File: src/rtl/pixel_descrambler.sv
// Descrambles an RGB444 pixel stream by XOR with a 12-bit LFSR keystream reloaded at each sof.
// Define PIXEL_DESCRAMBLER_BYPASS_EN to add a bypass input that passes pixels through unmodified.
module pixel_descrambler #(
  parameter int unsigned H_ACTIVE = 640,
  parameter int unsigned V_ACTIVE = 480,
  parameter logic [11:0] SEED     = 12'hCCC
) (
  input  logic        clk,
  input  logic        reset_n,
  input  logic        sof,
  input  logic [11:0] s_data,
  input  logic        s_valid,
  output logic        s_ready,
  output logic [11:0] m_data,
  output logic        m_valid,
  input  logic        m_ready,
  output logic        m_last,
  output logic        frame_err
`ifdef PIXEL_DESCRAMBLER_BYPASS_EN
  ,
  input  logic        bypass
`endif
);

  localparam int unsigned NPix = H_ACTIVE * V_ACTIVE;
  localparam int unsigned CntW = $clog2(NPix + 1);

  typedef enum logic {StIdle, StRun} state_e;

  state_e            state_q, state_d;
  logic [11:0]       key_q, key_d;
  logic [CntW-1:0]   cnt_q, cnt_d;
  logic [11:0]       m_data_q, m_data_d;
  logic              m_valid_q, m_valid_d;
  logic              m_last_q, m_last_d;
  logic              err_q, err_d;

  logic [11:0]       key_src, key_adv, pix;
  logic [CntW-1:0]   idx;
  logic              is_last, out_free, accept, take;

  always_comb begin
    // A pixel arriving with sof is pixel 0 of the new frame, so it uses SEED directly.
    key_src  = sof ? SEED : key_q;
    key_adv  = {key_src[11] ^ key_src[5] ^ key_src[3] ^ key_src[0], key_src[11:1]};
    idx      = sof ? '0 : cnt_q;
    is_last  = (idx == CntW'(NPix - 1));
    out_free = !m_valid_q || m_ready;
    // Pixels dropped in idle need no space; a pixel starting a frame does.
    s_ready  = reset_n && (((state_q == StIdle) && !sof) || out_free);
    accept   = s_valid && s_ready;
    take     = accept && (sof || (state_q == StRun));
`ifdef PIXEL_DESCRAMBLER_BYPASS_EN
    pix      = bypass ? s_data : (s_data ^ key_src);
`else
    pix      = s_data ^ key_src;
`endif

    state_d   = state_q;
    key_d     = key_q;
    cnt_d     = cnt_q;
    m_data_d  = m_data_q;
    m_valid_d = m_valid_q;
    m_last_d  = m_last_q;
    err_d     = err_q;

    if (m_ready) begin
      m_valid_d = 1'b0;
      m_last_d  = 1'b0;
    end

    if (sof) begin
      state_d = StRun;
      key_d   = SEED;
      cnt_d   = '0;
      err_d   = 1'b0;
    end

    if (take) begin
      m_data_d  = pix;
      m_valid_d = 1'b1;
      m_last_d  = is_last;
      key_d     = key_adv;
      if (is_last) begin
        cnt_d   = '0;
        state_d = StIdle;
      end else begin
        cnt_d   = idx + 1'b1;
      end
    end else if (accept) begin
      err_d = 1'b1;
    end
  end

  always_ff @(posedge clk) begin
    if (!reset_n) begin
      state_q   <= StIdle;
      key_q     <= SEED;
      cnt_q     <= '0;
      m_data_q  <= 12'h000;
      m_valid_q <= 1'b0;
      m_last_q  <= 1'b0;
      err_q     <= 1'b0;
    end else begin
      state_q   <= state_d;
      key_q     <= key_d;
      cnt_q     <= cnt_d;
      m_data_q  <= m_data_d;
      m_valid_q <= m_valid_d;
      m_last_q  <= m_last_d;
      err_q     <= err_d;
    end
  end

  assign m_data    = m_data_q;
  assign m_valid   = m_valid_q;
  assign m_last    = m_last_q;
  assign frame_err = err_q;

endmodule

File: config.mk
export PLATFORM = sky130hd
export DESIGN_NAME = pixel_descrambler
export DESIGN_NICKNAME = d
export VERILOG_FILES = /design/src/rtl/pixel_descrambler.sv
export SDC_FILE = /design/constraint.sdc
export NUM_CORES = 1
export LEC_CHECK = 0
export CORE_UTILIZATION = 42
export CTS_CLUSTER_SIZE = 25
export DETAILED_ROUTE_END_ITERATION = 10
export PLACE_DENSITY = 0.71
export SETUP_SLACK_MARGIN = 0.3
export SLEW_MARGIN = 20
export SYNTH_ARGS = -nofsm -noshare
export SYNTH_HDL_FRONTEND = slang
export SYNTH_SLANG_ARGS = --single-unit
File: constraint.sdc
create_clock -name clk -period 2.1 [get_ports clk]
set_input_delay 0.21 -clock clk [delete_from_list [all_inputs] [get_ports clk]]
set_output_delay 0.21 -clock clk [all_outputs]
set_load 0.02 [all_outputs]
==> results of run 1 <==
==> cell usage after synthesis, types with 3 or more instances <==
cell type,instances
nor3_1,5
dfxtp_1,47
o211a_1,6
a21boi_0,11
nor2_1,28
nand3b_1,3
nand2_1,43
and2_1,5
xnor2_1,24
o21ai_0,7
buf_2,4
nand3_1,10
nor2b_1,12
xor2_1,6
a21oi_1,5
nand2b_1,7
clkbuf_1,6
nand4_1,8
==> placed cells by master (no fill, tap or decap), types with 2 or more instances in the layout <==
cell type         n
nor3b_1           2
nand4_1           8
nor3_1            5
o21ai_0           7
dlygate4sd2_1     2
nor2_2            2
nor2_1           28
nand2_1          43
a21oi_1           5
nand2_2           2
a21boi_0         11
buf_12            2
xor2_1            6
xnor2_1          24
buf_4            15
nand2b_1          7
and2_1            5
nor2b_1          10
and3_1            2
nand3b_1          3
o21a_1            2
o211a_1           6
clkdlybuf4s50_1  30
nand3_1          10
dfxtp_1          46
clkbuf_8          6
==> what timing repair did <==
| item | 4_1_cts | 5_1_grt |
|---|---|---|
| pin swaps | 0 | 0 |
| endpoints found under the setup margin | 10 | 2 |
| gates resized for setup | 2 | 1 |
==> worst max-delay path: stages, from the launching register on <==
cell	delay, ns
dfxtp_1	0.37
nor2b_4	0.16
ha_2	0.18
nand3b_1	0.12
nor4_4	0.20
buf_4	0.19
nand2_2	0.05
or3_1	0.32
a21oi_2	0.13
==> layout make-up <==
| cell class | instances | area share (%) |
|---|---|---|
| multi-input cells | 207 | 44.88 |
| flip-flops and latches | 47 | 32.40 |
| repair buffers | 49 | 16.18 |
| well taps | 70 | 3.012 |
| clock buffers | 6 | 2.840 |
| clock inverters | 2 | 0.5594 |
| inverters | 1 | 0.1291 |
==> cell families (layout without fill, tap and decap cells) <==
logic type / count (synthesis) / count (layout)
AND/OR/NAND/NOR: 143 / 143
adder cells (fa/ha/maj): 1 / 1
buffers and inverters: 14 / 58
XOR/XNOR: 30 / 30
flip-flops: 47 / 47
AO/OA/AOI/OAI: 33 / 33
==> worst max-delay path by stage <==
stage | startpoint | endpoint | slack [ns] | depth (start not counted)
floorplan | sof | cnt_q[14] | 0.30 | 9
global placement | sof | cnt_q[14] | -0.07 | 9
detailed placement | sof | cnt_q[14] | -0.16 | 10
CTS | cnt_q[1] | cnt_q[14] | 0.30 | 8
global route | cnt_q[0] | cnt_q[14] | 0.22 | 8
finish | cnt_q[0] | cnt_q[14] | 0.31 | 8
==> registers in the layout, summed over array words and instances, names as in the netlist <==
name       count
m_last         1
cnt_q         19
frame_err      1
state_q        1
m_valid        1
m_data        12
key_q         12
==> per-layer routing <==
layer | vias to the layer above | GRT usage, % | wire length, um
met4 | 0 | 5.769 | 66
met3 | 5 | 3.713 | 128
met1 | 868 | 22.78 | 2447
met5 | - | 0 | 0
li1 | 975 | - | -
met2 | 27 | 27.36 | 2180
==> stage by stage <==
stage | worst slack (ns) | util (%)
2_1_floorplan | 0.2994 | -
3_3_place_gp | -0.07400 | 53.99
3_5_place_dp | -0.1567 | 53.99
4_1_cts | 0.2950 | 55.84
5_1_grt | 0.2227 | 55.87
6_report | 0.3135 | 55.87
==> power by group through the flow <==
stage | sequential, mW | combinational [mW] | clock [mW]
2_1_floorplan | 0.968 | 0.113 | 0
3_3_place_gp | 0.952 | 0.225 | 0
3_5_place_dp | 0.953 | 0.227 | 0
4_1_cts | 0.932 | 0.227 | 0.606
5_1_grt | 0.936 | 0.243 | 0.642
6_report | 0.932 | 0.226 | 0.588
==> results.toml, run 1 <==
[timing]
holdWs_ns = 0.4579
max_slew_margin_pct = 75.52
worst_slew_pin_slew_ns = 0.3623
finalCriticalPeriod_ns = 1.787
finalHoldViolCount = 0
rsz0062_at_grt = "yes"
post-route-period-util_pct = 85.07
fin_skew_ns = 0.009572
tns_ns = 0
fmaxAchievable_ghz = 0.5597
drv_slew = 0
setup_viol_count_final = 0

[detailed_routing]
first_iter_violations = 102
wire_per_inst_um = 12.62
vias = 1875
drc = 0
drtPass1Iterations = 4
wl_um = 4822
ant_nets = 0
vias_per_cell = 4.908

[power]
power_frac_seq_pct = 53.4
comb_power_share_pct = 12.9
p_per_area_mw_per_mm2 = 600.6
ir_drop_mv = 0.3065
power.net_switching_uw = 447.0
power.leakage_nw = 1.104
internal_power_mw = 1.299
clkPwrFrac_pct = 33.7
power_mw = 1.746
swShare_pct = 25.60

[grt]
grt_remaining_overflow = 0
grt_max_degree = 27
antenna_found_initial = 0
gr-usage-all-layers_pct = 17.09
grt_pass1_vias = 1747
grt_pass1_wl_um = 7969

[cts]
cts.path.max_buffers = 2
postCtsSetupBuffers = 0
cts-root-buf = "clkbuf_8"
path_clk_slew_ns = 0.09
insertion_delay_ns = 0.30
numCtsBuffers = 5
cts_tree = "done"
cts_hold_buf = 0
cts_htree_levels = 2
numClockSinks = 47

[floorplanning]
placementRows = 26
dieArea_mm2 = 0.005800
ios = 33
die_y_um = 76.16
core_area_mm2 = 0.005205
initial_core_util_pct = 44.37
fp.dieW_um = 76.16

[placement]
io_buffers = 32
dpl.hpwl_um = 3492
dp.cells = 374
dpl_cell_area_mm2 = 0.002810
place_congestion = 0.7977

[synth]
syn_nets = 286
synth-async-reset-ratio_pct = 0
synth_edf_count = 0
synth_compound_area_share_pct = 10.08
synthSimpleGateAreaFrac_pct = 33.97
syn_area_mm2 = 0.002310
seq_area_frac_synth_pct = 40.74
synth_cells = 268
synth-xor-area-share_pct = 11.38
synth_top_family_by_area = "simple AND/OR/NAND/NOR gates"
synth_top_area_cell = "dfxtp_1"
ys.flop_type = "dfxtp_1"
synth_mux_area_share_pct = 0
synth_top_area_share_pct = 40.74
synth_cell_types = 43
ys_ff_latch = 47
synth_area_per_cell_um2 = 8.618
synthAdderAreaFrac_pct = 0.5417
ys_warn_count = 0
synth_area_leaders = "dfxtp_1, xnor2_1, nand2_1, nor2_1, a21boi_0"

[worst_hold_path]
worstHoldEndpoint = "key_q[4]"
hold_start = "key_q[4]"
holdPathStages = 2
min_path_type = "register to register"

[finish]
final_area_mm2 = 0.002908
multi_input_area_mm2 = 0.001305
nets = 329
regArea_um2 = 942.2
diodes = 0
fillCellCount = 503
finalNonFillerCells = 382
drive_above_1_share_pct = 14.42
syn_to_final_growth_pct = 25.89

[critical_path]
reg2reg_setup_slack_ns = 0.31
cp.arrival_ns = 2.02
startpoint_type = "register"
cp-end-kind = "register"
cp_max_fo = 4
regToRegEndpoint = "cnt_q[14]"
crit_required_ns = 2.34
crit_type = "register to register"
reg2reg_from = "cnt_q[0]"
r2r_cells = 8

[job]
cap_viol_max_count = 0

[status]
status = "finished, final reports clean"
(Power assumes the default switching activity.)
==> run 2, diff against run 1 <==
- ABC_AREA: unset -> 1
==> run 2 against run 1 <==
Critical path type unchanged; die area grew 4.4%; core utilization shrank 0.88 points; fmax grew 0.22%; flip-flop and latch count is the same; critical path depth grew 4; register-to-register slack is essentially flat; sequential power is essentially flat; clock-buffer cell count is the same; clock skew grew 0.0023 ns; clock power shrank 5.3%; worst hold slack lost 0.0026 ns; cell count grew 16%.
==> results.toml, run 2 <==
[status]
status = "finished, final reports clean"

[cts]
cts-root-buf = "clkbuf_8"
cts_tree = "done"
insertion_delay_ns = 0.30
numClockSinks = 47
cts_htree_levels = 2
numCtsBuffers = 5
cts.path.max_buffers = 2
cts_hold_buf = 0
path_clk_slew_ns = 0.09

[synth]
synth_top_family_by_area = "simple AND/OR/NAND/NOR gates"
synth_area_per_cell_um2 = 7.496
syn_area_mm2 = 0.002414
synth_area_leaders = "dfxtp_1, nand2_1, xor2_1, nor2_1, a21oi_1"
synth_top_area_cell = "dfxtp_1"
seq_area_frac_synth_pct = 38.98
synth_compound_area_share_pct = 11.40
synth_edf_count = 0
synth_mux_area_share_pct = 0
ys_ff_latch = 47
synthAdderAreaFrac_pct = 0.5184
synth_cell_types = 32
syn_nets = 340
synth_top_area_share_pct = 38.98
synth_cells = 322
yosysMostFrequentCell = "nand2_1"
ys.flop_type = "dfxtp_1"
synthSimpleGateAreaFrac_pct = 31.16
synth-async-reset-ratio_pct = 0
ys_warn_count = 0
synth_common_cells = "nand2_1, dfxtp_1, nor2_1"
synth-xor-area-share_pct = 8.346

[grt]
grt_max_degree = 20
grt_pass1_vias = 1934
grt_remaining_overflow = 0
antenna_found_initial = 0
gr-usage-all-layers_pct = 17.61
grt_pass1_wl_um = 8500

[timing]
rsz0062_at_grt = "no"
drv_slew = 0
setup_viol_count_final = 0
max_slew_margin_pct = 76.30
worst_slack_ns = 0.3173
finalCriticalPeriod_ns = 1.783
post-route-period-util_pct = 84.89
fin_skew_ns = 0.01187
finalHoldViolCount = 0
fmaxAchievable_ghz = 0.5610
worst_slew_pin_slew_ns = 0.3523

[floorplanning]
initial_core_util_pct = 43.83
ios = 33
fp.dieW_um = 77.81
core_area_mm2 = 0.005507
dieArea_mm2 = 0.006054
placementRows = 27
die_y_um = 77.81

[detailed_routing]
vias = 2132
first_iter_violations = 87
vias_per_cell = 4.802
wire_per_inst_um = 11.82
drc = 0
drtPass1Iterations = 6
ant_nets = 0
wl_um = 5247

[power]
power.leakage_nw = 1.153
p_per_area_mw_per_mm2 = 571.0
comb_power_share_pct = 13.8
power_frac_seq_pct = 54.0
internal_power_mw = 1.270
clkPwrFrac_pct = 32.2
swShare_pct = 26.56
ir_drop_mv = 0.4354
power.net_switching_uw = 459.2

[placement]
dpl.hpwl_um = 3799
io_buffers = 32
pre_cts_ws_ns = -0.06415
dpl_cell_area_mm2 = 0.002887
place_congestion = 0.9025

[finish]
diodes = 0
fillCellCount = 539
nets = 389
syn_to_final_growth_pct = 25.45
drive_above_1_share_pct = 19.89
top_register = "cnt_q"
utilization_pct = 54.99
final_area_mm2 = 0.003028
final_cell_mix = "nand2_1, dfxtp_1, nor2_1"
final_common_cell = "nand2_1"
largest_reg_flops = 19

[critical_path]
cp_max_fo = 8
crit_type = "register to register"
cp.arrival_ns = 1.98
crit_required_ns = 2.30
startpoint_type = "register"
cp-end-kind = "register"

[job]
cap_viol_max_count = 0

[worst_hold_path]
min_path_type = "register to register"
## run 2: cell count changes after synthesis, sizes merged, moves of 11 or more
cell | before | now
a21oi | 6 | 26
inv | 1 | 34
nor2b | 12 | 0
o21ai | 7 | 22
xnor2 | 24 | 2
a21boi | 11 | 0
nor2 | 30 | 57
xor2 | 6 | 21
nand2 | 45 | 59
nand3 | 11 | 26
## run 2: layout make-up
class                      count  area, um2  area share, %
multi-input combinational    226       1269          41.90
inverter                      35      131.4          4.339
timing repair buffer          56      506.7          16.74
sequential                    47      942.2          31.12
clock buffer                   6      72.57          2.397
tap                           72      90.09          2.975
clock inverter                 2      16.27         0.5372
## run 2: repair_timing
| item | in CTS | in global routing |
|---|---|---|
| endpoints found under the hold margin | 0 | 0 |
| gates cloned | 0 | 0 |
| resized for setup | 2 | 13 |
| pin swaps | 0 | 6 |
| setup buffers | 0 | 4 |
| setup endpoints to repair | 12 | 14 |
## run 2: cell families (layout without fill, tap and decap cells)
| logic type | count (synthesis) | count (layout) |
|---|---|---|
| xor+xnor | 23 | 23 |
| flops | 47 | 47 |
| compound gates | 52 | 52 |
| simple gates | 150 | 150 |
| fa+ha+maj | 1 | 1 |
| buf+inv | 49 | 99 |
## run 2: routing by layer
metal / wire, um / track usage (%) / vias up / share of wire (%)
met4: 65 / 5.094 / 0 / 1.2
li1: - / - / 1119 / -
met5: 0 / 0 / - / 0
met3: 162 / 3.529 / 9 / 3.1
met2: 2588 / 30.53 / 37 / 49
met1: 2430 / 21.91 / 967 / 46
## run 2: worst paths after layout
kind	to	slack, ns	cells after the start	start
worst min register to register	frame_err	0.46	2	frame_err
worst max register to register	cnt_q[13]	0.32	12	cnt_q[1]
worst max-delay path	cnt_q[13]	0.32	12	cnt_q[1]
worst min-delay path	frame_err	0.46	2	frame_err
## run 2: stage by stage
stage | total power, mW | std cells | hold WS [ns] | TNS, ns
after global routing | 1.809 | 444 | 0.4901 | 0
after global placement | 1.190 | 432 | 0.4375 | 0
after floorplan | 1.091 | 322 | 0.3688 | 0
after CTS | 1.747 | 440 | 0.4605 | 0
after detailed placement | 1.192 | 432 | 0.4472 | -0.5589
final | 1.729 | 444 | 0.4552 | 0
## run 2: power groups by stage
stage / Clock [mW] / Sequential, mW / Combinational (mW)
floorplan: 0 / 0.973 / 0.117
global placement: 0 / 0.954 / 0.236
detailed placement: 0 / 0.954 / 0.238
CTS: 0.575 / 0.933 / 0.238
global route: 0.612 / 0.937 / 0.259
finish: 0.557 / 0.934 / 0.238
## run 2: worst max-delay path, cell delays in order (launching register included)
cell and delay [ns]:
dfxtp_1 0.33, inv_2 0.05, nor2_2 0.16, ha_2 0.23, nand2_2 0.07, inv_2 0.08, nand2_4 0.06, nor2_4 0.15
nand3_4 0.09, nor2_4 0.17, nand2_4 0.11, nand2_8 0.13, nor2_2 0.05
==> run 3, diff against run 2 <==
- clock period: 2.1 -> 1.7 ns (I/O delays scaled with it)
==> run 3 against run 2 <==
Setup slack worse by 0.19 ns; die area unchanged; critical path depth unchanged; wire length up 14%; core utilization up 8.4 points; first-iteration DRC count up 17%; cell count up 9.9%; flip-flop and latch count unchanged; fmax up 13%; combinational power up 46%; via count up 12%; design area up 15%; critical path type unchanged; largest power group unchanged; highest routed layer unchanged.
==> results.toml, run 3 (synthesis results as in run 2) <==
[status]
status = "finished, final reports clean"

[grt]
gr-usage-all-layers_pct = 20.63
grt_pass1_wl_um = 9929
grt_remaining_overflow = 0
antenna_found_initial = 0
grt_pass1_vias = 2270
grt_max_degree = 20

[job]
cap_viol_max_count = 0

[critical_path]
crit_required_ns = 1.90
crit_top_cell = "nor2_4"
cpMaxStageDelayCell = "dfxtp_2"
crit_type = "register to register"
cp-end-kind = "register"
max_stage_delay_ns = 0.36
path_cells = "inv_2 -> nor2_4 -> ha_4 -> nand2_4 -> inv_2 -> nand2_2 -> nor2_4 -> nand3_2 -> nor2_4 -> nand2_4 -> nand2_8 -> nor2_2"
cp_max_fo = 8
cp.arrival_ns = 1.78
reg2reg_from = "cnt_q[0]"
startpoint_type = "register"
startpoint = "cnt_q[0]"
reg2reg_setup_slack_ns = 0.12

[power]
power_mw = 2.341
internal_power_mw = 1.743
swShare_pct = 25.52
p_per_area_mw_per_mm2 = 670.2
ir_drop_mv = 0.6310
power_frac_seq_pct = 49.3
power.net_switching_uw = 597.4
power.leakage_nw = 1.520
clkPwrFrac_pct = 35.8
comb_power_share_pct = 14.8

[finish]
final_cell_mix = "buf_4, nand2_1, dfxtp_1"
utilization_pct = 63.42
multi_input_area_mm2 = 0.001331
largest_reg_flops = 19
diodes = 0
fillCellCount = 490
syn_to_final_growth_pct = 44.69
final_common_cell = "buf_4"
finalNonFillerCells = 488
regArea_um2 = 948.4
drive_above_1_share_pct = 32.21
nets = 433
top_register = "cnt_q"

[cts]
numClockSinks = 47
cts_tree = "done"
cts.path.max_buffers = 2
cts_hold_buf = 0
cts_htree_levels = 2
numCtsBuffers = 5
cts-root-buf = "clkbuf_8"
insertion_delay_ns = 0.30
path_clk_slew_ns = 0.09

[timing]
tns_ns = 0
finalCriticalPeriod_ns = 1.575
drv_slew = 0
worst_slew_pin_slew_ns = 0.3330
holdWs_ns = 0.3261
post-route-period-util_pct = 92.66
setup_viol_count_final = 0
finalHoldViolCount = 0
fmaxAchievable_ghz = 0.6348
max_slew_margin_pct = 77.60
rsz0062_at_grt = "yes"
fin_skew_ns = 0.005045

[detailed_routing]
vias_per_cell = 4.877
drtPass1Iterations = 4
wire_per_inst_um = 12.27
first_iter_violations = 102
ant_nets = 0
wl_um = 5988
vias = 2380
drc = 0

[floorplanning]
initial_core_util_pct = 43.83
fp.dieW_um = 77.81
die_y_um = 77.81
placementRows = 27
core_area_mm2 = 0.005507
dieArea_mm2 = 0.006054
ios = 33

[placement]
dpl.hpwl_um = 4193
dp.cells = 461
io_buffers = 32
place_congestion = 0.8826

[worst_hold_path]
hold_start = "m_ready"
min_path_type = "input pin to register"
-- run 3: cell types whose count changed in the layout (fill, tap and decap cells not counted), moves of 4 or more --
cell / change
buf_4: +37
clkdlybuf4s50_1: -17
buf_6: +6
nor2_4: +4
dfxtp_2: +5
dfxtp_1: -5
dlygate4sd2_1: +15
nand2_1: -4
-- run 3: final timing paths --
path / to / depth (start not counted)
setup / recovery: cnt_q[3] / 12
hold / removal: m_valid / 5
setup reg to reg: cnt_q[3] / 12
hold reg to reg: frame_err / 2
-- run 3: layer usage --
layer  wire length (um)  part of all wire (%)  GRT usage (%)  up-vias
li1                   -                     -              -     1213
met1               2523                    42          23.84     1098
met2               3063                    51          36.90       59
met3                332                   5.5          4.941       10
met4                 68                   1.1          6.981        0
met5                  0                     0              0        -
-- run 3: power by group through the flow --
stage	Clock, mW	Combinational, mW	Sequential [mW]
2_1_floorplan	0	0.153	1.20
3_3_place_gp	0	0.316	1.18
3_5_place_dp	0	0.323	1.18
4_1_cts	0.853	0.320	1.15
5_1_grt	0.902	0.375	1.16
6_report	0.839	0.347	1.15
-- run 3: layout make-up --
| class | instances | area share [%] |
|---|---|---|
| clock inverter | 3 | 1.254 |
| clock buffer | 5 | 1.971 |
| inverter | 35 | 3.905 |
| multi-input combinational | 226 | 38.12 |
| sequential | 47 | 27.16 |
| timing repair buffer | 100 | 25.01 |
| tap | 72 | 2.580 |
-- run 3: per-stage QoR --
step	setup slack, ns	instance area, um2
after floorplan	0.1137	2467
after CTS	0.1700	3339
after global placement	-0.2931	3139
after global routing	0.04965	3492
final	0.1248	3492
after detailed placement	-0.3512	3139
-- run 3: worst max-delay path: cells and delay by family, from the launching register on --
family	cells	cell delay, ns
simple gates	9	0.85
buf+inv	2	0.10
flops	1	0.36
fa+ha+maj	1	0.16
-- run 3: what timing repair did --
item / CTS / global route
cloned: 0 / 1
pin swaps: 17 / 12
gates resized for setup: 32 / 28
setup buffers: 9 / 9
setup endpoints to repair: 50 / 41
